`src/rtl/aes_stream_ctrl.sv`:
```
// aes_stream_ctrl: FIFO-fed sequencer for iterative AES encrypt/decrypt cores.
// Define AES_STREAM_SELFCHECK_EN to add the encrypt-then-decrypt self-check.
module aes_stream_ctrl #(
  parameter int FIFO_DEPTH = 4,
  parameter int CNT_W      = 16
) (
  input  logic             clk,
  input  logic             reset_n,
  input  logic             enable,
  input  logic             in_valid,
  output logic             in_ready,
  input  logic [127:0]     in_data,
  input  logic [1:0]       in_mode,
  output logic             out_valid,
  input  logic             out_ready,
  output logic [127:0]     out_data,
  output logic             out_match,
  output logic [1:0]       out_mode,
  output logic [3:0]       nr,
  output logic             enc_rst,
  output logic             enc_en,
  output logic [127:0]     enc_in,
  input  logic [127:0]     enc_out,
  output logic             dec_rst,
  output logic             dec_en,
  output logic [127:0]     dec_in,
  input  logic [127:0]     dec_out,
  output logic             busy,
  output logic [CNT_W-1:0] blk_count,
  output logic [CNT_W-1:0] fail_count
);

  localparam int AW = (FIFO_DEPTH > 1) ? $clog2(FIFO_DEPTH) : 1;
  localparam logic [AW:0] FULL_CNT = (AW+1)'(FIFO_DEPTH);

  localparam logic [2:0] IDLE  = 3'd0;
  localparam logic [2:0] LOAD  = 3'd1;
  localparam logic [2:0] ENC   = 3'd2;
  localparam logic [2:0] OUT   = 3'd5;
`ifdef AES_STREAM_SELFCHECK_EN
  localparam logic [2:0] DLOAD = 3'd3;
  localparam logic [2:0] DEC   = 3'd4;
  localparam logic [2:0] ENC_NEXT = DLOAD;
`else
  localparam logic [2:0] ENC_NEXT = OUT;
`endif

  logic [2:0]    state;
  logic [3:0]    rnd;
  logic [127:0]  hold_data;
  logic [1:0]    hold_mode;
  logic [127:0]  cipher;
  logic          match;
  logic [129:0]  mem [FIFO_DEPTH];
  logic [AW-1:0] wr_ptr;
  logic [AW-1:0] rd_ptr;
  logic [AW:0]   count;
  logic          push;
  logic          pop;
  logic          done;

  assign in_ready = (count != FULL_CNT);
  assign push     = in_valid && in_ready;
  assign pop      = enable && (state == IDLE) && (count != '0);
  assign done     = enable && out_valid && out_ready;

  always_ff @(posedge clk) begin
    if (push) mem[wr_ptr] <= {in_mode, in_data};
  end

  always_ff @(posedge clk or negedge reset_n) begin
    if (!reset_n) begin
      wr_ptr <= '0;
      rd_ptr <= '0;
      count  <= '0;
    end else begin
      if (push) wr_ptr <= wr_ptr + AW'(1);
      if (pop)  rd_ptr <= rd_ptr + AW'(1);
      count <= count + (AW+1)'(push) - (AW+1)'(pop);
    end
  end

  always_comb begin
    nr = 4'd10;
    if (state != IDLE) begin
      unique case (1'b1)
        hold_mode[1]:         nr = 4'd14;
        (hold_mode == 2'b01): nr = 4'd12;
        (hold_mode == 2'b00): nr = 4'd10;
      endcase
    end
  end

  always_ff @(posedge clk or negedge reset_n) begin
    if (!reset_n) begin
      state      <= IDLE;
      rnd        <= '0;
      hold_data  <= '0;
      hold_mode  <= '0;
      cipher     <= '0;
      match      <= 1'b0;
      blk_count  <= '0;
      fail_count <= '0;
    end else if (enable) begin
      unique case (state)
        IDLE: begin
          if (count != '0) begin
            {hold_mode, hold_data} <= mem[rd_ptr];
            state <= LOAD;
          end
        end
        LOAD: begin
          rnd   <= '0;
          state <= ENC;
        end
        ENC: begin
          if (rnd == nr) begin
            cipher <= enc_out;
            rnd    <= '0;
            state  <= ENC_NEXT;
          end else begin
            rnd <= rnd + 4'd1;
          end
        end
`ifdef AES_STREAM_SELFCHECK_EN
        DLOAD: begin
          rnd   <= '0;
          state <= DEC;
        end
        DEC: begin
          if (rnd == nr) begin
            match <= (dec_out == hold_data);
            state <= OUT;
          end else begin
            rnd <= rnd + 4'd1;
          end
        end
`endif
        OUT: begin
          if (out_ready) begin
            state <= IDLE;
            if (blk_count != '1)
              blk_count <= blk_count + CNT_W'(1);
            if (!out_match && fail_count != '1)
              fail_count <= fail_count + CNT_W'(1);
          end
        end
        default: state <= IDLE;
      endcase
    end
  end

  assign out_valid = (state == OUT);
  assign out_data  = cipher;
  assign out_mode  = hold_mode;
  assign busy      = (state != IDLE);
  assign enc_rst   = (state == IDLE) || (state == LOAD);
  assign enc_en    = enable && (state == ENC);
  assign enc_in    = hold_data;
  assign dec_in    = cipher;

`ifdef AES_STREAM_SELFCHECK_EN
  assign dec_rst   = (state != DEC);
  assign dec_en    = enable && (state == DEC);
  assign out_match = match;
`else
  // Without the decrypt pass every block is reported as matching.
  logic unused_dec;
  assign unused_dec = ^{dec_out, match, done};
  assign dec_rst    = 1'b1;
  assign dec_en     = 1'b0;
  assign out_match  = 1'b1;
`endif

endmodule

```
`config.mk`:
```
export PLATFORM = sky130hd
export DESIGN_NAME = aes_stream_ctrl
export DESIGN_NICKNAME = d
export VERILOG_FILES = /design/src/rtl/aes_stream_ctrl.sv
export SDC_FILE = /design/constraint.sdc
export NUM_CORES = 1
export LEC_CHECK = 0
export BUFFER_PORTS_ARGS = -buffer_cell sky130_fd_sc_hd__buf_2
export CORE_AREA = 2 2 319 321
export CTS_CLUSTER_DIAMETER = 60
export CTS_CLUSTER_SIZE = 12
export DETAILED_ROUTE_END_ITERATION = 12
export DIE_AREA = 0 0 321 323
export GPL_TIMING_DRIVEN = 0
export SYNTH_ARGS = -nofsm -noshare
export SYNTH_HDL_FRONTEND = slang
export SYNTH_SLANG_ARGS = --single-unit
```
`constraint.sdc`:
```
create_clock -name clk -period 9.1 [get_ports clk]
set_clock_uncertainty 0.1 [all_clocks]
set_input_delay 1.365 -clock clk [delete_from_list [all_inputs] [get_ports clk]]
set_output_delay 1.365 -clock clk [all_outputs]
set_load 0.01 [all_outputs]
```
== Word-level counts from Yosys, hierarchy flattened ==
Memory sizes are Yosys's and may differ from the RTL's. A register that Yosys moved wholly into a read port is not among the register bits.
Cells that the tools add are included.

* Word-level logic and storage cells: 50
* Bits in writable memories: 520
* Memories: 1
* Input port bits: 391
* Register bits: 158
* Output and inout bits: 430

{| class="wikitable"
|+ Memories
! name !! depth !! width !! read ports !! clocked after Yosys merged registers in !! wr ports !! line !! text
|-
| mem || 4 || 130 || 1 || 1 || 1 || 54 || <nowiki>logic [129:0] mem [FIFO_DEPTH];</nowiki>
|}

* Equal/unequal tests: 10
* $add $sub $neg: 6
* Multiplexer cells: 10
* Reductions and logical operators: 16

{| class="wikitable"
|+ Operator list
! operator !! count
|-
| adder 16 x 1 -> 16 bit (second input constant) || 1
|-
| != test 16 bit (second input constant) || 1
|-
| one-hot mux 3 bit (4 select lines) || 1
|-
| one-hot mux 4 bit (3 select lines) || 1
|-
| two-way mux 3 bit || 3
|-
| two-way mux 4 bit || 2
|-
| one-hot mux 4 bit (2 select lines) || 1
|-
| AND reduction 4 bit || 2
|-
| AND reduction 3 bit || 2
|-
| nonzero test 3 bit || 2
|-
| adder 2 x 1 -> 2 bit (second input constant) || 2
|-
| adder 4 x 1 -> 4 bit (second input constant) || 1
|-
| equality test 4 bit || 1
|-
| logical AND 1 bit || 4
|-
| != test 2 x 1 -> 1 bit (second input constant) || 2
|-
| adder 3 x 1 -> 3 bit || 1
|-
| equality test 3 x 1 -> 1 bit (second input constant) || 1
|-
| equality test 3 x 2 -> 1 bit (second input constant) || 1
|-
| equality test 3 bit (second input constant) || 1
|-
| logical NOT 3 bit || 1
|-
| != test 3 bit (second input constant) || 1
|-
| subtractor 3 x 1 -> 3 bit || 1
|-
| equality test 2 x 1 -> 1 bit (second input constant) || 1
|-
| logical NOT 2 bit || 1
|-
| other kinds (6) || 7
|}

== Depth between registers and ports, before layout ==
* Word-level depth: 6
* Gate-level depth with buffers: 12

== Worst setup path before layout ==
No wires, ideal clock.

* Path kind: input-to-reg
* Start: input in_valid
* End: memory mem[0][0], enable pin
* Path slack: 4103 ps
* Data arrival time: 4391 ps
* Required time: 8494 ps
* Cell stages on the path: 1
* Setup time: 506 ps
* Cell sequence: and3_1

* Longest elaborated chain between the ends: 3

{| class="wikitable"
|+ Ends and longest elaborated chain
! what !! line !! text
|-
| from (decl) || 10 || <nowiki>input logic in_valid,</nowiki>
|-
| logical AND 1 bit || 63 || <nowiki>assign push = in_valid && in_ready;</nowiki>
|-
| two-way mux 1 bit || 68 || <nowiki>if (push) mem[wr_ptr] <= {in_mode, in_data};</nowiki>
|-
| two-way mux 1 bit (not written as such) || 68 ||
|-
| to (decl) || 54 ||
|}

No other way between the ends.

== Worst setup path after layout ==
* Start: input enable
* End: output enc_en

* Longest elaborated chain between the ends: 1

{| class="wikitable"
|+ Ends and longest elaborated chain
! what !! line !! text
|-
| from (decl) || 9 || <nowiki>input logic enable,</nowiki>
|-
| logical AND 1 bit || 158 || <nowiki>assign enc_en = enable && (state == ENC);</nowiki>
|-
| to (decl) || 21 || <nowiki>output logic enc_en,</nowiki>
|}

No other way between the ends.

==> run summary <==
Critical path cell sequence: buf_2, nor2b_1, and2_1, buf_2
Post-CTS Setup Inserts: 0
H-tree Lvls: 3
Final hold slack: 0.387 ns
Worst hold path class: reg2reg
Max-slew headroom: 30.4%
Final Hold Fails: 0
Most frequent CP cell: buf_2
Worst vdd ir: 219 uV
Post-detail-place hpwl: 57400 um
Final wirelength: 81800 um
Hold-critical path depth: 1
Netlist Area Pre-Place: 31500 um2
Die H: 323 um
Count of buffers from port buffering: 671
Setup TNS: 0 ns
Synthesized instance count: 1537
Num Clock Sinks: 808
Hold Path Origin: blk_count[6]
Final Max Slew Viols: 0
Placement Setup Slack: 4.53 ns
Iteration-0 DRC Markers: 901
Largest delay contributor family on the critical path: simple AND/OR/NAND/NOR gates
Crit end category: output pin
Rows: 117
Core area: 101000 um2
Worst path buffer plus inverter count: 2
Fin crit period: 3.90 ns
Root Buffer: clkbuf_16
Critical path data required time: 7.64 ns
Max cap viols: 0
Clock tree buffer depth: 3
First-pass GRT wire length: 118000 um
Final nets: 2725
Unique masters post-synth: 45
Final Cycle Share: 42.9%
Fmax: 256 MHz
Switch Pwr: 0.00415 W
Sequential fraction of the synthesis area: 72.4%
Crit path largest cell delay: 0.32 ns
Total global routing overflow: 0
Hold path endpoint: blk_count[6]
Cell internal pwr: 0.00900 W
Pleak: 16.6 nW
Layout overhead on the synthesized area: 25.5%
Share of cells above drive strength 1: 57.0%
Critical Path Start Type: primary input
Switch share: 31.5%
DIE AREA: 104000 um2
DRC: 0
Io pins: 821
Fill count: 9248
Type of the worst setup path: in2out
CTS tree: yes
RSZ-0062 raised after global routing: false
Gpl congestion: 0.838
Clock latency on the worst-skew pair: 0.66 ns
Reg-to-Reg Start: state[0]
Worst path slowest cell: nor2b_1
Vias: 16911
Reg2reg end: count[2]
Clock transition at the registers of the reported paths: 0.06 ns
Power density cells: 332 nW/um2
Via density per instance: 4.56
Worst Path Arrival: 2.44 ns
Initial Utilization: 31.3%
CTS hold repair buffers: 0
Core Util, Final: 39.3%
Drt pass-1 iters: 4
CP Max Fanout: 7
Status: complete, no violations
Vias in the first global route: 17806
Flop2flop setup slack: 5.28 ns
R2R depth: 12
Wire per inst: 22.1 um
Die Width: 321 um
Setup violations, final: 0
FF+latch count, synth: 808
Syn_area_per_cell: 20.5 um2
Largest net degree at the start of global routing: 100
Flop pwr share: 41.6%
Gate power share: 33.3%
TritonCTS Buffers: 85
Gr usage total: 15.3%
Synth Warn #: 0
Post-CTS Resized: 0
Worst Tran Pin Value: 1.04 ns
DRT antenna net count: 0
Initial antenna violation count: 23
Clk pwr share: 25.1%
Min setup slack post-route: 5.20 ns
==> power groups by stage <==
| stage | Sequential, W | Clock (W) | Combinational (W) |
|---|---|---|---|
| final | 0.00547 | 0.00329 | 0.00438 |
| after CTS | 0.00548 | 0.00340 | 0.00451 |
| after global placement | 0.00563 | 0 | 0.00437 |
| after floorplan | 0.00572 | 0 | 0.00244 |
| after global routing | 0.00557 | 0.00354 | 0.00472 |
| after detailed placement | 0.00554 | 0 | 0.00449 |
==> cell usage after synthesis <==
cell         n  area, um2
buf_1       11       41.3
mux2_1      11        124
nor2_2       1       6.26
a21oi_1      3       15.0
a22o_1       1       8.76
nor3b_1      3       22.5
xnor2_1     14        123
a2bb2oi_4    1       26.3
a31oi_1      2       12.5
o221ai_1     1       8.76
and4_1       2       17.5
and2_1       2       12.5
ha_1         8        100
mux4_2     130       2930
mux2_4     100       1500
mux2_2     148       1670
nand4b_4     1       23.8
o22a_1       1       8.76
fa_1         1       20.0
nor4bb_1     1       10.0
edfxtp_1   520      15600
buf_4      149       1120
nand2_1     18       67.6
nand3_1     11       55.1
buf_12      11        220
inv_1       11       41.3
dfrtp_1    288       7210
nand4_1      4       25.0
buf_2       19       95.1
conb_1       2       7.51
nor2b_1      4       25.0
or3_1        2       12.5
nand2b_4     1       13.8
o21ai_2      1       8.76
a311oi_1     1       8.76
clkbuf_1    15       56.3
and3_1       9       56.3
nor2_1       8       30.0
o21bai_1     1       7.51
o21ai_0      6       30.0
buf_6        5       56.3
o22ai_1      1       6.26
nor3_1       1       5.00
xor2_1       6       52.6
nand3b_1     1       7.51
==> registers in the layout, summed over array words and instances, names as in the netlist <==
name	count
enc_in	128
blk_count	16
wr_ptr	2
state	3
count	3
rnd	4
dec_in	128
rd_ptr	2
mem	520
out_mode	2
==> stage by stage <==
stage          cells  area (um2)  power [W]
2_1_floorplan   1556       31600    0.00816
3_3_place_gp    3536       36600     0.0100
3_5_place_dp    3547       36900     0.0100
4_1_cts         3703       39500     0.0134
5_1_grt         3704       39500     0.0138
6_report        3705       39600     0.0131
==> placed cells by master, fill, tap and decap left out, types with 4 or more instances in the layout <==
cell	count
edfxtp_1	520
nand4_1	4
conb_1	21
inv_1	11
and3_1	5
xnor2_1	14
nor2b_1	4
mux2_2	148
buf_12	11
inv_6	6
buf_4	149
nand3_1	11
nor2_1	8
buf_16	11
clkbuf_1	60
and3_4	4
buf_6	5
dfrtp_1	288
nand2_1	18
clkbuf_8	4
buf_2	689
xor2_1	6
buf_1	10
ha_1	8
mux2_4	100
clkbuf_16	85
mux4_2	130
mux2_1	11
o21ai_0	6
==> cell type report <==
class                      count  area, um2  area share [%]
clock buffer                 134       2350            5.94
sequential                   808      22800            57.7
multi-input combinational    527       7150            18.1
timing repair buffer         682       3670            9.28
clock inverter                22        289           0.731
antenna                        2       5.00          0.0127
tap                         1309       1640            4.14
inverter                      11       41.3           0.104
buffer                       210       1590            4.02
==> kinds of logic (layout without fill, tap and decap cells) <==
kind of cell,count (synthesis),count (layout),synth area share (%)
flops,808,808,72.4
mux,389,389,19.7
buf+inv,221,1059,5.17
simple gates,69,69,1.24
xor+xnor,20,20,0.556
compound gates,19,19,0.449
fa+ha+maj,9,9,0.381
other cells,2,23,0.0238
==> how the worst max path moves through the flow <==
stage          startpoint          to  slack, ns  cells after the start
6_report           enable      enc_en       5.20                      4
4_1_cts          state[0]    count[2]       5.13                     12
5_1_grt          state[1]    count[2]       5.08                     12
3_5_place_dp       enable    count[2]       4.53                     11
3_3_place_gp      reset_n  dec_in[40]       0.12                      1
2_1_floorplan    in_valid   mem[0][0]       4.10                      1
==> routing by layer <==
layer	global-route usage, %	part of all wire [%]	up-vias
met1	18.3	39	8800
met2	25.3	49	561
met4	6.18	3.4	36
li1	-	-	7359
met3	5.25	8.1	155
met5	0	0.28	-
(Power assumes the default switching activity.)
